## config.mk

```make
export PLATFORM = sky130hd
export DESIGN_NAME = c7b_axi_rd_arb
export DESIGN_NICKNAME = d
export VERILOG_FILES = /design/src/rtl/c7b_axi_pkg.sv /design/src/rtl/c7b_rd_arb_pick.sv /design/src/rtl/c7b_axi_rd_arb.sv
export SDC_FILE = /design/constraint.sdc
export NUM_CORES = 1
export LEC_CHECK = 0
export CORE_MARGIN = 3
export CORE_UTILIZATION = 30
export CTS_CLUSTER_DIAMETER = 50
export CTS_CLUSTER_SIZE = 40
export DETAILED_ROUTE_END_ITERATION = 7
export SLEW_MARGIN = 10
export SYNTH_ARGS = -nofsm -noshare
export SYNTH_HDL_FRONTEND = slang
export SYNTH_HIERARCHICAL = 1
export SYNTH_SLANG_ARGS = --single-unit
```

## constraint.sdc

```tcl
create_clock -name clk -period 5.7 [get_ports clk]
set_input_delay 1.425 -clock clk [delete_from_list [all_inputs] [get_ports clk]]
set_output_delay 1.425 -clock clk [all_outputs]
set_load 0.03 [all_outputs]
```

## src/rtl/c7b_axi_pkg.sv

```systemverilog
// Shared types and constants for the c7b AXI read-channel arbiter.
// The state encoding, AXI constants and default IDs live here so the top and picker agree.
package c7b_axi_pkg;

  typedef enum logic [1:0] {
    ST_IDLE = 2'd0,
    ST_AR   = 2'd1,
    ST_R    = 2'd2
  } rd_state_e;

  localparam logic [1:0] AXI_RESP_OKAY  = 2'b00;
  localparam logic [1:0] AXI_BURST_INCR = 2'b01;
  localparam logic [2:0] ARSIZE_BYTE    = 3'b000;
  localparam logic [2:0] ARSIZE_HALF    = 3'b001;
  localparam logic [2:0] ARSIZE_WORD    = 3'b010;
  localparam logic [3:0] DEF_IFU_ID     = 4'h0;
  localparam logic [3:0] DEF_LSU_ID     = 4'h1;

  // A returned beat is bad if the slave flagged it, it carries the wrong tag, or it is not the last beat.
  function automatic logic beat_err(input logic [1:0] resp, input logic [3:0] id,
                                    input logic [3:0] tag, input logic last);
    return (resp != AXI_RESP_OKAY) || (id != tag) || !last;
  endfunction

endpackage

```

## src/rtl/c7b_rd_arb_pick.sv

```systemverilog
// Combinational winner select between fetch and load requesters.
// LSU wins by default; IFU wins when alone or once it has lost STARVE_MAX contested rounds in a row.
module c7b_rd_arb_pick
  import c7b_axi_pkg::*;
#(
  parameter int unsigned STARVE_MAX = 4
) (
  input  logic       ifu_valid,
  input  logic       lsu_valid,
  input  logic [3:0] starve_cnt,
  output logic       grant_ifu,
  output logic       grant_lsu,
  output logic       contested
);

  localparam logic [3:0] STARVE_MAX_C = 4'(STARVE_MAX);

  // Winner selection
  always_comb begin
    grant_ifu = 1'b0;
    grant_lsu = 1'b0;
    contested = ifu_valid && lsu_valid;
    if (ifu_valid && (!lsu_valid || (starve_cnt == STARVE_MAX_C))) begin
      grant_ifu = 1'b1;
    end else if (lsu_valid) begin
      grant_lsu = 1'b1;
    end else begin
      grant_ifu = 1'b0;
      grant_lsu = 1'b0;
    end
  end

endmodule

```

## src/rtl/c7b_axi_rd_arb.sv

```systemverilog
// Shares the c7b core's single AXI read channel between IFU and LSU.
// One single-beat transaction at a time: accept, issue AR, collect R, return to the owner.
module c7b_axi_rd_arb
  import c7b_axi_pkg::*;
#(
  parameter int unsigned STARVE_MAX = 4,
  parameter logic [3:0]  IFU_ID     = DEF_IFU_ID,
  parameter logic [3:0]  LSU_ID     = DEF_LSU_ID
) (
  input  logic        clk,
  input  logic        reset,
  input  logic        ifu_req_valid,
  input  logic [31:0] ifu_req_addr,
  output logic        ifu_req_ready,
  output logic        ifu_ret_valid,
  output logic [31:0] ifu_ret_data,
  output logic        ifu_ret_err,
  input  logic        lsu_req_valid,
  input  logic [31:0] lsu_req_addr,
  input  logic [1:0]  lsu_req_size,
  output logic        lsu_req_ready,
  output logic        lsu_ret_valid,
  output logic [31:0] lsu_ret_data,
  output logic        lsu_ret_err,
  output logic        arvalid,
  input  logic        arready,
  output logic [31:0] araddr,
  output logic [3:0]  arid,
  output logic [2:0]  arsize,
  output logic [7:0]  arlen,
  output logic [1:0]  arburst,
  input  logic        rvalid,
  output logic        rready,
  input  logic [31:0] rdata,
  input  logic [3:0]  rid,
  input  logic [1:0]  rresp,
  input  logic        rlast
);

  localparam logic [3:0] STARVE_MAX_C = 4'(STARVE_MAX);

  rd_state_e  state_r;
  rd_state_e  state_nxt_s;
  logic [3:0] starve_cnt_r;
  logic       owner_ifu_r;
  logic       grant_ifu_s;
  logic       grant_lsu_s;
  logic       contested_s;
  logic       accept_s;
  logic       ar_hs_s;
  logic       r_hs_s;
  logic [3:0] owner_tag_s;

  c7b_rd_arb_pick #(.STARVE_MAX(STARVE_MAX)) u_pick (
    .ifu_valid  (ifu_req_valid),
    .lsu_valid  (lsu_req_valid),
    .starve_cnt (starve_cnt_r),
    .grant_ifu  (grant_ifu_s),
    .grant_lsu  (grant_lsu_s),
    .contested  (contested_s)
  );

  assign accept_s    = ifu_req_ready || lsu_req_ready;
  assign ar_hs_s     = arvalid && arready;
  assign r_hs_s      = rvalid && rready;
  assign owner_tag_s = owner_ifu_r ? IFU_ID : LSU_ID;
  assign arlen       = 8'h00;
  assign arburst     = AXI_BURST_INCR;

  // State register
  always_ff @(posedge clk) begin
    if (reset) state_r <= ST_IDLE;
    else       state_r <= state_nxt_s;
  end

  // Next-state logic
  always_comb begin
    state_nxt_s = state_r;
    case (state_r)
      ST_IDLE: if (accept_s) state_nxt_s = ST_AR;   else state_nxt_s = ST_IDLE;
      ST_AR:   if (ar_hs_s)  state_nxt_s = ST_R;    else state_nxt_s = ST_AR;
      ST_R:    if (r_hs_s)   state_nxt_s = ST_IDLE; else state_nxt_s = ST_R;
      default: state_nxt_s = ST_IDLE;
    endcase
  end

  // Output decode; ready is gated by reset so nothing is accepted while reset is held
  always_comb begin
    ifu_req_ready = 1'b0;
    lsu_req_ready = 1'b0;
    arvalid       = 1'b0;
    rready        = 1'b0;
    case (state_r)
      ST_IDLE: begin
        ifu_req_ready = grant_ifu_s && !reset;
        lsu_req_ready = grant_lsu_s && !reset;
      end
      ST_AR:   arvalid = 1'b1;
      ST_R:    rready  = 1'b1;
      default: begin
        ifu_req_ready = 1'b0;
        lsu_req_ready = 1'b0;
        arvalid       = 1'b0;
        rready        = 1'b0;
      end
    endcase
  end

  // Latch AR fields and owner at acceptance; held stable through the AR stall
  always_ff @(posedge clk) begin
    if (reset) begin
      araddr      <= 32'h0000_0000;
      arid        <= 4'h0;
      arsize      <= 3'b000;
      owner_ifu_r <= 1'b0;
    end else if (ifu_req_ready) begin
      araddr      <= ifu_req_addr;
      arid        <= IFU_ID;
      arsize      <= ARSIZE_WORD;
      owner_ifu_r <= 1'b1;
    end else if (lsu_req_ready) begin
      araddr      <= lsu_req_addr;
      arid        <= LSU_ID;
      arsize      <= {1'b0, lsu_req_size};
      owner_ifu_r <= 1'b0;
    end
  end

  // Starvation counter: counts LSU wins while IFU was also waiting
  always_ff @(posedge clk) begin
    if (reset) begin
      starve_cnt_r <= 4'd0;
    end else if (ifu_req_ready) begin
      starve_cnt_r <= 4'd0;
    end else if (lsu_req_ready) begin
      if (!contested_s)                      starve_cnt_r <= 4'd0;
      else if (starve_cnt_r != STARVE_MAX_C) starve_cnt_r <= starve_cnt_r + 4'd1;
    end
  end

  // Capture the R beat and pulse the owner's return one cycle later
  always_ff @(posedge clk) begin
    if (reset) begin
      ifu_ret_valid <= 1'b0;
      lsu_ret_valid <= 1'b0;
      ifu_ret_data  <= 32'h0000_0000;
      lsu_ret_data  <= 32'h0000_0000;
      ifu_ret_err   <= 1'b0;
      lsu_ret_err   <= 1'b0;
    end else begin
      ifu_ret_valid <= r_hs_s && owner_ifu_r;
      lsu_ret_valid <= r_hs_s && !owner_ifu_r;
      if (r_hs_s && owner_ifu_r) begin
        ifu_ret_data <= rdata;
        ifu_ret_err  <= beat_err(rresp, rid, owner_tag_s, rlast);
      end
      if (r_hs_s && !owner_ifu_r) begin
        lsu_ret_data <= rdata;
        lsu_ret_err  <= beat_err(rresp, rid, owner_tag_s, rlast);
      end
    end
  end

endmodule

```

==> run_results.csv, run 1 <==
group,metric,value,unit
critical_path,slowest_delay,0.64,ns
run_status,status,"finished, final reports clean",
critical_path,path_buf_inv,4,
global_routing,antenna_found_initial,0,
finish,fillers,1391,
logic_synthesis,synth_cell_types,36,
clock_tree,clk_latency,0.35,ns
finish,layout_common_cells,"clkdlybuf4s50_1, nand2_1, dfxtp_1",
clock_tree,cts-root-buf,"clkbuf_16",
critical_path,crit_top_cell,"buf_4",
timing,fin_crit_sh,82.1,%
global_routing,grt_pass1_vias,4506,
detailed_routing,num_vias,4577,
timing,min_period,4.68,ns
power,ir_drop,0.141,mV
finish,layout_commonest_cell,"clkdlybuf4s50_1",
timing,finalHoldViolCount,0,
critical_path,crit_required,4.28,ns
hold_path,hp-class,"reg2reg",
floorplan,ioPinCount,232,
floorplan,core-area,14600,um2
timing,tightest_slew,1.05,ns
power,p_per_area,246,nW/um2
finish,postLayoutCoreUtil,48.2,%
global_routing,grt_pass1_wl,22.4,mm
timing,clock.fmax,0.214,GHz
logic_synthesis,netlist_area,4510,um2
clock_tree,clk_path_buf_depth,2,
finish,nets,877,
floorplan,fp.dieW,129,um
clock_tree,htreeDepth,3,
detailed_routing,drt-total-wl,14.4,mm
run,drv_cap,0,
finish,diodes,0,
global_routing,grt_overflow_total,0,
critical_path,slowest_stage,"or4b_4",
critical_path,crit_type,"in2out",
logic_synthesis,synth_seq_cells,110,
detailed_routing,post-route-drc-count,0,
detailed_routing,viasPerCell,4.80,
timing,slew_headroom,29.9,%
logic_synthesis,syn_area_per_cell,7.82,um2
finish,seq_area,2200,um2
critical_path,cp.arrival,3.25,ns
logic_synthesis,synthFlopType,"dfxtp_1",
logic_synthesis,synth_async_sr_flop_share,0,%
timing,fin_setup_tns,0,ns
placement,gp_congestion,0.741,
floorplan,start_util,30.8,%
critical_path,worst_setup_path_end_kind,"output pin",
clock_tree,cts_hold_buffers,0,
detailed_routing,final_antenna_net_count,0,
timing,skew,0.00832,ns
clock_tree,cts_tree,"built",
floorplan,dieArea,16600,um2
clock_tree,numCtsBuffers,9,
timing,rsz0062_at_grt,"false",
detailed_routing,first_pass_iters,4,
clock_tree,cts.clk_slew.worst_paths,0.07,ns
logic_synthesis,syn_inst,577,
clock_tree,post_cts_buffers,0,
timing,slew_violations,0,
clock_tree,cts_resized,0,
critical_path,worstSetupStartpointType,"primary input",
logic_synthesis,yosysWarnings,6,
placement,hpwlAfterDp,9.98,mm
floorplan,std_cell_rows,44,
detailed_routing,drtIter0Drc,245,
logic_synthesis,ys_seq_area_share,48.8,%
critical_path,path_cells,"clkdlybuf4s50_1 > o21a_1 > buf_4 > or4b_4 > inv_1 > buf_4",
clock_tree,clock-sinks,110,
finish,final_layout_size_suffix_gt1_share,4.03,%
finish,syn2layout_area_growth,56.3,%
global_routing,grt_max_degree,58,
logic_synthesis,synth_edf_count,0,
power,p_leak,2.41,nW
detailed_routing,post_drt_wl_per_cell,15.1,um
timing,setup_viol,0,
global_routing,grt_usage,16.7,%
critical_path,cp_top_family,"buffers and inverters",
finish,multiInputGateArea,2060,um2
floorplan,die-height,129,um
critical_path,path_max_fanout,22,
placement,port_buffers,217,
per-layer routing:
layer	global-route usage (%)	wire, um
met5	0	0
met4	5.31	282
met3	5.27	948
met2	28.1	6950
met1	20.4	6210
power by group:
part / internal (mW) / switching [mW] / total [mW]
Combinational: 0.135 / 0.145 / 0.280
Clock: 0.356 / 0.289 / 0.645
Sequential: 0.791 / 0.0157 / 0.807
Total: 1.28 / 0.450 / 1.73
synthesized netlist by cell type, types with 2 or more instances:
library cell | n | share of area (%)
nand2_1 | 178 | 15
dfxtp_1 | 110 | 49
a21oi_1 | 85 | 9.4
clkbuf_1 | 45 | 3.7
nor2_1 | 26 | 2.2
o21ai_0 | 21 | 2.3
a21o_1 | 18 | 3.0
nand3b_1 | 17 | 2.8
a311oi_1 | 15 | 2.9
buf_4 | 14 | 2.3
inv_1 | 6 | 0.50
a31oi_1 | 3 | 0.42
nand4b_1 | 3 | 0.58
nor2b_1 | 3 | 0.42
a211oi_1 | 2 | 0.33
and4b_1 | 2 | 0.44
buf_2 | 2 | 0.22
conb_1 | 2 | 0.17
ha_1 | 2 | 0.55
nand2b_1 | 2 | 0.28
nand3_1 | 2 | 0.22
nand4_1 | 2 | 0.28
o21a_1 | 2 | 0.33
or4_1 | 2 | 0.33
or4b_1 | 2 | 0.44
worst min-delay path, cell delays in order (launching register included):
cell and delay (ns):
dfxtp_1 0.31, nand2_1 0.05, a21oi_1 0.05
cell families after synthesis:
family	after synthesis	synth area share (%)
other	2	0.166
AND/OR/NAND/NOR	246	24.1
AO/OA/AOI/OAI	148	19.1
buffers and inverters	68	7.04
XOR/XNOR	1	0.194
flip-flops	110	48.8
adder cells (fa/ha/maj)	2	0.554
per-stage QoR:
stage          power, mW  setup WS [ns]  area, um2  instances  hold slack, ns
3_5_place_dp        1.11           1.01       6740        937           0.447
4_1_cts             1.76           1.01       7050        953           0.458
5_1_grt             1.80          0.887       7050        953           0.475
3_3_place_gp        1.10           1.06       6740        937           0.441
6_report            1.73           1.02       7050        953           0.453
2_1_floorplan      0.965           1.68       4560        589           0.478
final cells by class:
type,instances,share of cell area [%]
timing repair buffer,226,31.6
sequential,110,31.2
multi-input combinational,411,29.2
clock buffer,10,3.39
tap,184,3.26
clock inverter,6,0.993
inverter,6,0.319
state kept, by name (all words and copies together) (netlist names), 2 cells and up:
| register | flops |
|---|---|
| araddr | 32 |
| arsize | 2 |
| starve_cnt_r | 4 |
| state_r | 2 |
| ifu_ret_data | 32 |
| lsu_ret_data | 32 |
final timing paths:
kind	slack (ns)	depth (start not counted)	endpoint	from
setup / recovery	1.02	6	lsu_req_ready	lsu_req_valid
hold / removal	0.45	2	lsu_ret_data[25]	lsu_ret_data[25]
setup reg to reg	3.07	6	araddr[16]	starve_cnt_r[1]
hold reg to reg	0.45	2	lsu_ret_data[25]	lsu_ret_data[25]
Note: power is estimated with default switching activity, not from simulation.
==> run 2, diff against run 1 <==
Clock period 5.7 ns to 4.35 ns, I/O delays scaled along.
==> run 2 against run 1 <==
Clock skew shrank 0.00077 ns. Sequential power up 31%. Count of clock-buffer cells in the layout is 1 lower. Register-to-register slack got worse by 1.4 ns. Non-clock buffer count unchanged. Largest cell class unchanged. Cell area decreased by 0.18%.
==> run_results.csv, run 2 (synthesis results as in run 1) <==
group,metric,value,unit
critical_path,cp.arrival,2.65,ns
critical_path,worst_setup_path_end_kind,"output pin",
placement,placed_area,6740,um2
finish,syn2layout_area_growth,56.0,%
run_status,status,"finished, final reports clean",
detailed_routing,post-route-drc-count,0,
timing,tightest_slew,1.03,ns
critical_path,path_buf_inv,3,
timing,min_period,3.74,ns
global_routing,grt_overflow_total,0,
timing,fin_crit_sh,86.0,%
clock_tree,clk_path_buf_depth,2,
timing,rsz0062_at_grt,"false",
critical_path,cp_top_family,"buffers and inverters",
power,ir_drop,0.198,mV
critical_path,r2r-start,"starve_cnt_r[1]",
placement,gp_congestion,0.763,
floorplan,start_util,30.8,%
timing,clock.fmax,0.267,GHz
critical_path,slowest_delay,0.61,ns
power,p_leak,2.41,nW
timing,slew_violations,0,
finish,multiInputGateArea,2060,um2
critical_path,path_max_fanout,22,
hold_path,min_path_cells,2,
clock_tree,numCtsBuffers,9,
floorplan,ioPinCount,232,
timing,setup_viol,0,
critical_path,worstSetupStartpointType,"primary input",
timing,fin_setup_tns,0,ns
finish,fillers,1423,
global_routing,grt_max_degree,59,
finish,postLayoutCoreUtil,48.1,%
global_routing,grt_pass1_vias,4449,
power,p_per_area,319,nW/um2
finish,diodes,0,
finish,layout_commonest_cell,"clkdlybuf4s50_1",
detailed_routing,drt-total-wl,14.2,mm
detailed_routing,drtIter0Drc,287,
finish,nets,877,
detailed_routing,first_pass_iters,4,
clock_tree,cts_tree,"built",
detailed_routing,viasPerCell,4.82,
floorplan,core-area,14600,um2
clock_tree,cts-root-buf,"clkbuf_16",
detailed_routing,post_drt_wl_per_cell,14.9,um
critical_path,crit_required,3.26,ns
finish,final_layout_size_suffix_gt1_share,3.91,%
critical_path,worstReg2RegEnd,"araddr[0]",
floorplan,fp.dieW,129,um
detailed_routing,num_vias,4592,
timing,skew,0.00755,ns
finish,largestRegisters,"araddr x32, ifu_ret_data x32, lsu_ret_data x32",
clock_tree,cts.clk_slew.worst_paths,0.07,ns
run,drv_cap,0,
clock_tree,clk_latency,0.35,ns
global_routing,grt_usage,16.8,%
floorplan,std_cell_rows,44,
detailed_routing,final_antenna_net_count,0,
critical_path,slowest_stage,"or4b_4",
hold_path,hp-start,"lsu_ret_data[25]",
global_routing,antenna_found_initial,0,
timing,slew_headroom,31.4,%
clock_tree,post_cts_buffers,0,
clock_tree,htreeDepth,3,
floorplan,dieArea,16600,um2
finish,layout_common_cells,"clkdlybuf4s50_1, nand2_1, dfxtp_1",
timing,finalHoldViolCount,0,
placement,hpwlAfterDp,9.98,mm
placement,port_buffers,217,
hold_path,whs_endpoint,"lsu_ret_data[25]",
clock_tree,cts_resized,0,
clock_tree,cts_hold_buffers,0,
critical_path,path_cells,"clkdlybuf4s50_1 > o21a_1 > or4b_4 > inv_1 > buf_4",
clock_tree,clock-sinks,110,
critical_path,r2r_slack,1.71,ns
floorplan,die-height,129,um
critical_path,crit_type,"in2out",
finish,seq_area,2200,um2
finish,postLayoutCellArea,7040,um2
critical_path,reg2reg_depth,6,
hold_path,hp-class,"reg2reg",
global_routing,grt_pass1_wl,22.5,mm
-- run 2: metal layers --
layer | vias to the layer above | track usage (%) | share of wire, %
met2 | 155 | 29.2 | 50
met1 | 2137 | 20.5 | 42
li1 | 2284 | - | -
met5 | - | 0 | 0
met3 | 16 | 4.28 | 6.4
met4 | 0 | 5.06 | 1.3
-- run 2: worst max path at each step --
stage                   from            end  slack (ns)  cells past startpoint
6_report       lsu_req_valid  lsu_req_ready        0.61                      5
5_1_grt        lsu_req_valid  lsu_req_ready        0.56                      5
4_1_cts        lsu_req_valid  lsu_req_ready        0.61                      5
3_5_place_dp   lsu_req_valid  lsu_req_ready        0.61                      5
3_3_place_gp   lsu_req_valid  lsu_req_ready        0.63                      5
2_1_floorplan  ifu_req_valid  ifu_req_ready        1.00                      6
-- run 2: layout make-up --
| class | count | share of cell area (%) |
|---|---|---|
| clock buffers | 9 | 3.20 |
| clock inverters | 6 | 1.01 |
| inverters | 6 | 0.320 |
| multi-input cells | 411 | 29.2 |
| flip-flops and latches | 110 | 31.3 |
| well taps | 184 | 3.27 |
| repair buffers | 226 | 31.7 |
-- run 2: worst register-to-register path: cells and delay by family (launching register included) --
family,cells,cell delay (ns)
compound gates,3,0.61
flops,1,0.34
buf+inv,1,0.21
simple gates,2,1.41
-- run 2: power breakdown --
group | internal [mW] | total (mW) | leakage [nW] | switching, mW
Combinational | 0.177 | 0.367 | 1.37 | 0.190
Clock | 0.450 | 0.824 | 0.144 | 0.374
Sequential | 1.04 | 1.06 | 0.891 | 0.0201
-- run 2: metrics by stage --
stage	worst slack (ns)	hold WS, ns	instances	power (mW)
6_report	0.609	0.454	952	2.25
4_1_cts	0.607	0.457	952	2.28
3_3_place_gp	0.634	0.442	937	1.44
5_1_grt	0.556	0.473	952	2.34
2_1_floorplan	1.00	0.478	589	1.26
3_5_place_dp	0.614	0.447	937	1.45
==> run 3, diff against run 2 <==
Settings changed: REMOVE_ABC_BUFFERS set to 1.
==> run 3 against run 2 <==
Clock skew down 0.0012 ns. Count of clock-buffer cells in the layout stayed put. Via count up 0.13%. Critical endpoint unchanged.
==> run_results.csv, run 3 (synthesis results as in run 1) <==
group,metric,value,unit
timing,holdWs,0.456,ns
detailed_routing,drt-total-wl,14.5,mm
critical_path,path_max_fanout,22,
clock_tree,cts_hold_buffers,0,
timing,clock.fmax,0.267,GHz
finish,layout_common_cells,"clkdlybuf4s50_1, nand2_1, dfxtp_1",
clock_tree,numCtsBuffers,9,
detailed_routing,viasPerCell,4.82,
critical_path,slowest_delay,0.61,ns
clock_tree,clk_latency,0.35,ns
timing,min_period,3.74,ns
clock_tree,cts_resized,0,
timing,slew_violations,0,
critical_path,slowest_stage,"or4b_4",
placement,dp.cells,938,
detailed_routing,num_vias,4598,
critical_path,crit_type,"in2out",
timing,setup_viol,0,
detailed_routing,first_pass_iters,6,
floorplan,std_cell_rows,44,
finish,final_layout_size_suffix_gt1_share,4.16,%
clock_tree,cts-root-buf,"clkbuf_16",
critical_path,worstSetupStartpointType,"primary input",
timing,rsz0062_at_grt,"false",
timing,slew_headroom,34.9,%
detailed_routing,post_drt_wl_per_cell,15.2,um
placement,hpwlAfterDp,10.3,mm
floorplan,start_util,30.8,%
detailed_routing,drtIter0Drc,302,
finish,layout_commonest_cell,"clkdlybuf4s50_1",
finish,nets,878,
clock_tree,htreeDepth,3,
floorplan,die-height,129,um
finish,syn2layout_area_growth,56.9,%
critical_path,worst_setup_path_end_kind,"output pin",
clock_tree,clk_path_buf_depth,2,
clock_tree,cts_tree,"built",
floorplan,dieArea,16600,um2
timing,fin_crit_sh,86.1,%
finish,postLayoutCoreUtil,48.4,%
run_status,status,"finished, final reports clean",
global_routing,grt_pass1_vias,4385,
power,switching_share,26.1,%
power,ir_drop,0.189,mV
floorplan,ioPinCount,232,
placement,port_buffers,217,
run,drv_cap,0,
critical_path,crit_required,3.26,ns
global_routing,grt_usage,16.6,%
power,comb_power_share,15.8,%
power,p_leak,2.43,nW
power,p_seq_share,45.3,%
power,p_per_area,330,nW/um2
critical_path,crit_top_cell,"inv_1",
finish,largestRegisters,"araddr x32, ifu_ret_data x32, lsu_ret_data x32",
placement,gp_congestion,0.782,
power,p_sw,0.609,mW
clock_tree,clock-sinks,110,
finish,postLayoutCellArea,7080,um2
floorplan,fp.dieW,129,um
global_routing,grt_overflow_total,0,
clock_tree,cts.clk_slew.worst_paths,0.07,ns
global_routing,antenna_found_initial,0,
detailed_routing,final_antenna_net_count,0,
timing,finalHoldViolCount,0,
finish,layoutNonFillerInstCount,954,
power,clock_power_share,39.0,%
power,fin_total_pwr,2.34,mW
global_routing,grt_pass1_wl,22.2,mm
critical_path,path_cells,"clkdlybuf4s50_1 > inv_1 > o21a_1 > or4b_4 > inv_1 > buf_4",
clock_tree,post_cts_buffers,0,
power,p_int,1.73,mW
placement,placed_area,6750,um2
detailed_routing,post-route-drc-count,0,
hold_path,hp-class,"reg2reg",
floorplan,core-area,14600,um2
global_routing,grt_max_degree,83,
critical_path,cp.arrival,2.66,ns
timing,skew,0.00631,ns
timing,tightest_slew,0.973,ns
finish,diodes,0,
run 3: cell count changes in the layout (fill, tap and decap cells not counted), sizes merged:
cell    before  now
bufinv       1    2
buf         12   13
run 3: area by class of cell:
class                      count  area [um2]
clock buffer                   9         225
clock inverter                 7         105
fill                        1394        7560
inverter                       6        22.5
multi-input combinational    411        2060
sequential                   110        2200
tap                          184         230
timing repair buffer         227        2240
run 3: worst paths after layout:
kind	start	endpoint	slack, ns	cells after the start
worst max-delay path	ifu_req_valid	lsu_req_ready	0.61	6
worst min-delay path	ifu_ret_data[0]	ifu_ret_data[0]	0.46	2
worst max register to register	starve_cnt_r[2]	araddr[16]	1.78	6
worst min register to register	ifu_ret_data[0]	ifu_ret_data[0]	0.46	2
run 3: stage by stage:
stage                     worst slack [ns]  setup TNS [ns]
after global routing                 0.523               0
after floorplan                     -0.219          -0.219
after detailed placement             0.609               0
final                                0.606               0
after CTS                            0.605               0
after global placement               0.643               0
run 3: layer usage:
metal / up-vias / GRT usage [%] / wire [um]
li1: 2278 / - / -
met1: 2136 / 21.8 / 6720
met2: 166 / 27.2 / 6690
met3: 18 / 3.40 / 848
met4: 0 / 5.81 / 255
met5: - / 0 / 0
run 3: critical path: cells and delay by family:
kind / cells / cell delay (ns)
buffers and inverters: 4 / 0.80
AND/OR/NAND/NOR: 1 / 0.61
AO/OA/AOI/OAI: 1 / 0.15
run 3: power by group through the flow:
stage	combinational, mW	clock, mW	sequential (mW)
after floorplan	0.103	0	1.13
after CTS	0.372	0.940	1.06
final	0.368	0.911	1.06
after global routing	0.395	0.983	1.06
after detailed placement	0.370	0	1.08
after global placement	0.368	0	1.08
==> edit: new RTL, config.mk and constraints of run 2 <==
The 3 states of `rd_state_e` get a one-hot encoding in 3 bits.
--- a/src/rtl/c7b_axi_pkg.sv
+++ b/src/rtl/c7b_axi_pkg.sv
@@ -4,6 +4,6 @@
 
-  typedef enum logic [1:0] {
-    ST_IDLE = 2'd0,
-    ST_AR   = 2'd1,
-    ST_R    = 2'd2
+  typedef enum logic [2:0] {
+    ST_IDLE = 3'b001,
+    ST_AR   = 3'b010,
+    ST_R    = 3'b100
   } rd_state_e;
Behaviour: same outputs for any inputs over 4 cycles, from zero or initial values and one cycle with reset high; so few cycles prove little.
==> edit against run 2 <==
- hold slack gained 0.019 ns
- first-iteration DRC count grew 4.2%
- global-route usage grew 0.49 points
- routed wire length grew 9.8%
- worst setup slack gained 0.31 ns
- final area grew 3.4%
- synthesized area grew 6.8%
- sequential cell count grew 1
- total power shrank 1.1%
- synthesized cell count grew 0.17%
- critical path depth shrank 1
==> edit: results (changes against run 2) <==
outcome:
  outcome: "finished, final reports clean"  # unchanged
final_layout:
  drive_above_1_share_pct: 6.366  # was 3.906%
  final_nets: 862  # was 877
detailed_routing:
  wl_met2_um: 6992  # was 7072 um
  wl_met3_um: 1412  # was 904 um
  wl_met1_um: 6930  # was 6027 um
  wirelength_um: 15570  # was 14190 um
  vias: 4972  # was 4592
  viasPerCell: 5.152  # was 4.824
timing:
  skew_ns: 0.006892  # was 0.007547 ns
  slew_headroom_pct: 28.24  # was 31.35%
power:
  power.density_nw_per_um2: 305.2  # was 319.1 nW/um^2
  peakVddDrop_mv: 0.1878  # was 0.1978 mV
  clock_power_uw: 784  # was 824 uW
grt:
  grt_pass1_wl_um: 24960  # was 22510 um
  globalRouteMet3Util_pct: 5.817  # was 4.276%
  grt_pass1_vias: 4820  # was 4449
  grt_usage_pct: 17.29  # was 16.80%
  met1_usage_pct: 22.21  # was 20.46%
  grt_start_max_net_pins: 99  # was 59
yosys:
  netlist_top_cells_area: "dfxtp_1, nand3_1, a21oi_1, o21ai_0, clkbuf_1"  # was dfxtp_1, nand2_1, a21oi_1, clkbuf_1, a21o_1
  synth_common_cells: "dfxtp_1, nand3_1, a21oi_1, o21ai_0, clkbuf_1"  # was nand2_1, dfxtp_1, a21oi_1, clkbuf_1, nor2_1
  synth-xor-area-share_pct: 0.1817  # was 0.1941%
  synth_compound_gate_area_share_pct: 27.54  # was 19.10%
  synth_adder_area_share_pct: 0.5191  # was 0.5545%
critical_path:
  cp_max_fo: 31  # was 22
  crit_arrival_ns: 2.34  # was 2.65 ns
  slowest_delay_ns: 0.71  # was 0.61 ns
  critPathTopFamily: "simple AND/OR/NAND/NOR gates"  # was buffers and inverters
place:
  place_hpwl_um: 10530  # was 9982 um
  place.gp.congestion: 0.8356  # was 0.7632
  dp_cells: 949  # was 937
## edit: cell count changes in the layout (fill, tap and decap cells not counted), sizes merged, moves of 12 or more
cell	delta
nand2	-168
nand3	+104
o21ai	+64
nor2	-21
a21o	-18
a31oi	+16
nand3b	-15
a311oi	-12
## edit: path summary, 6_finish.rpt
kind,from,to,slack [ns],cells after the start
setup / recovery,reset,lsu_req_ready,0.92,4
hold / removal,arid[0],arid[0],0.47,2
setup reg to reg,starve_cnt_r[2],araddr[28],2.04,6
hold reg to reg,arid[0],arid[0],0.47,2
## edit: cell type report
| class | instances | area [um^2] |
|---|---|---|
| tap | 211 | 264.0 |
| timing repair buffer | 226 | 2257 |
| inverter | 8 | 30.03 |
| clock buffer | 10 | 229.0 |
| clock inverter | 6 | 46.29 |
| sequential | 111 | 2223 |
| multi-input combinational | 393 | 2231 |
| fill | 1457 | 8203 |
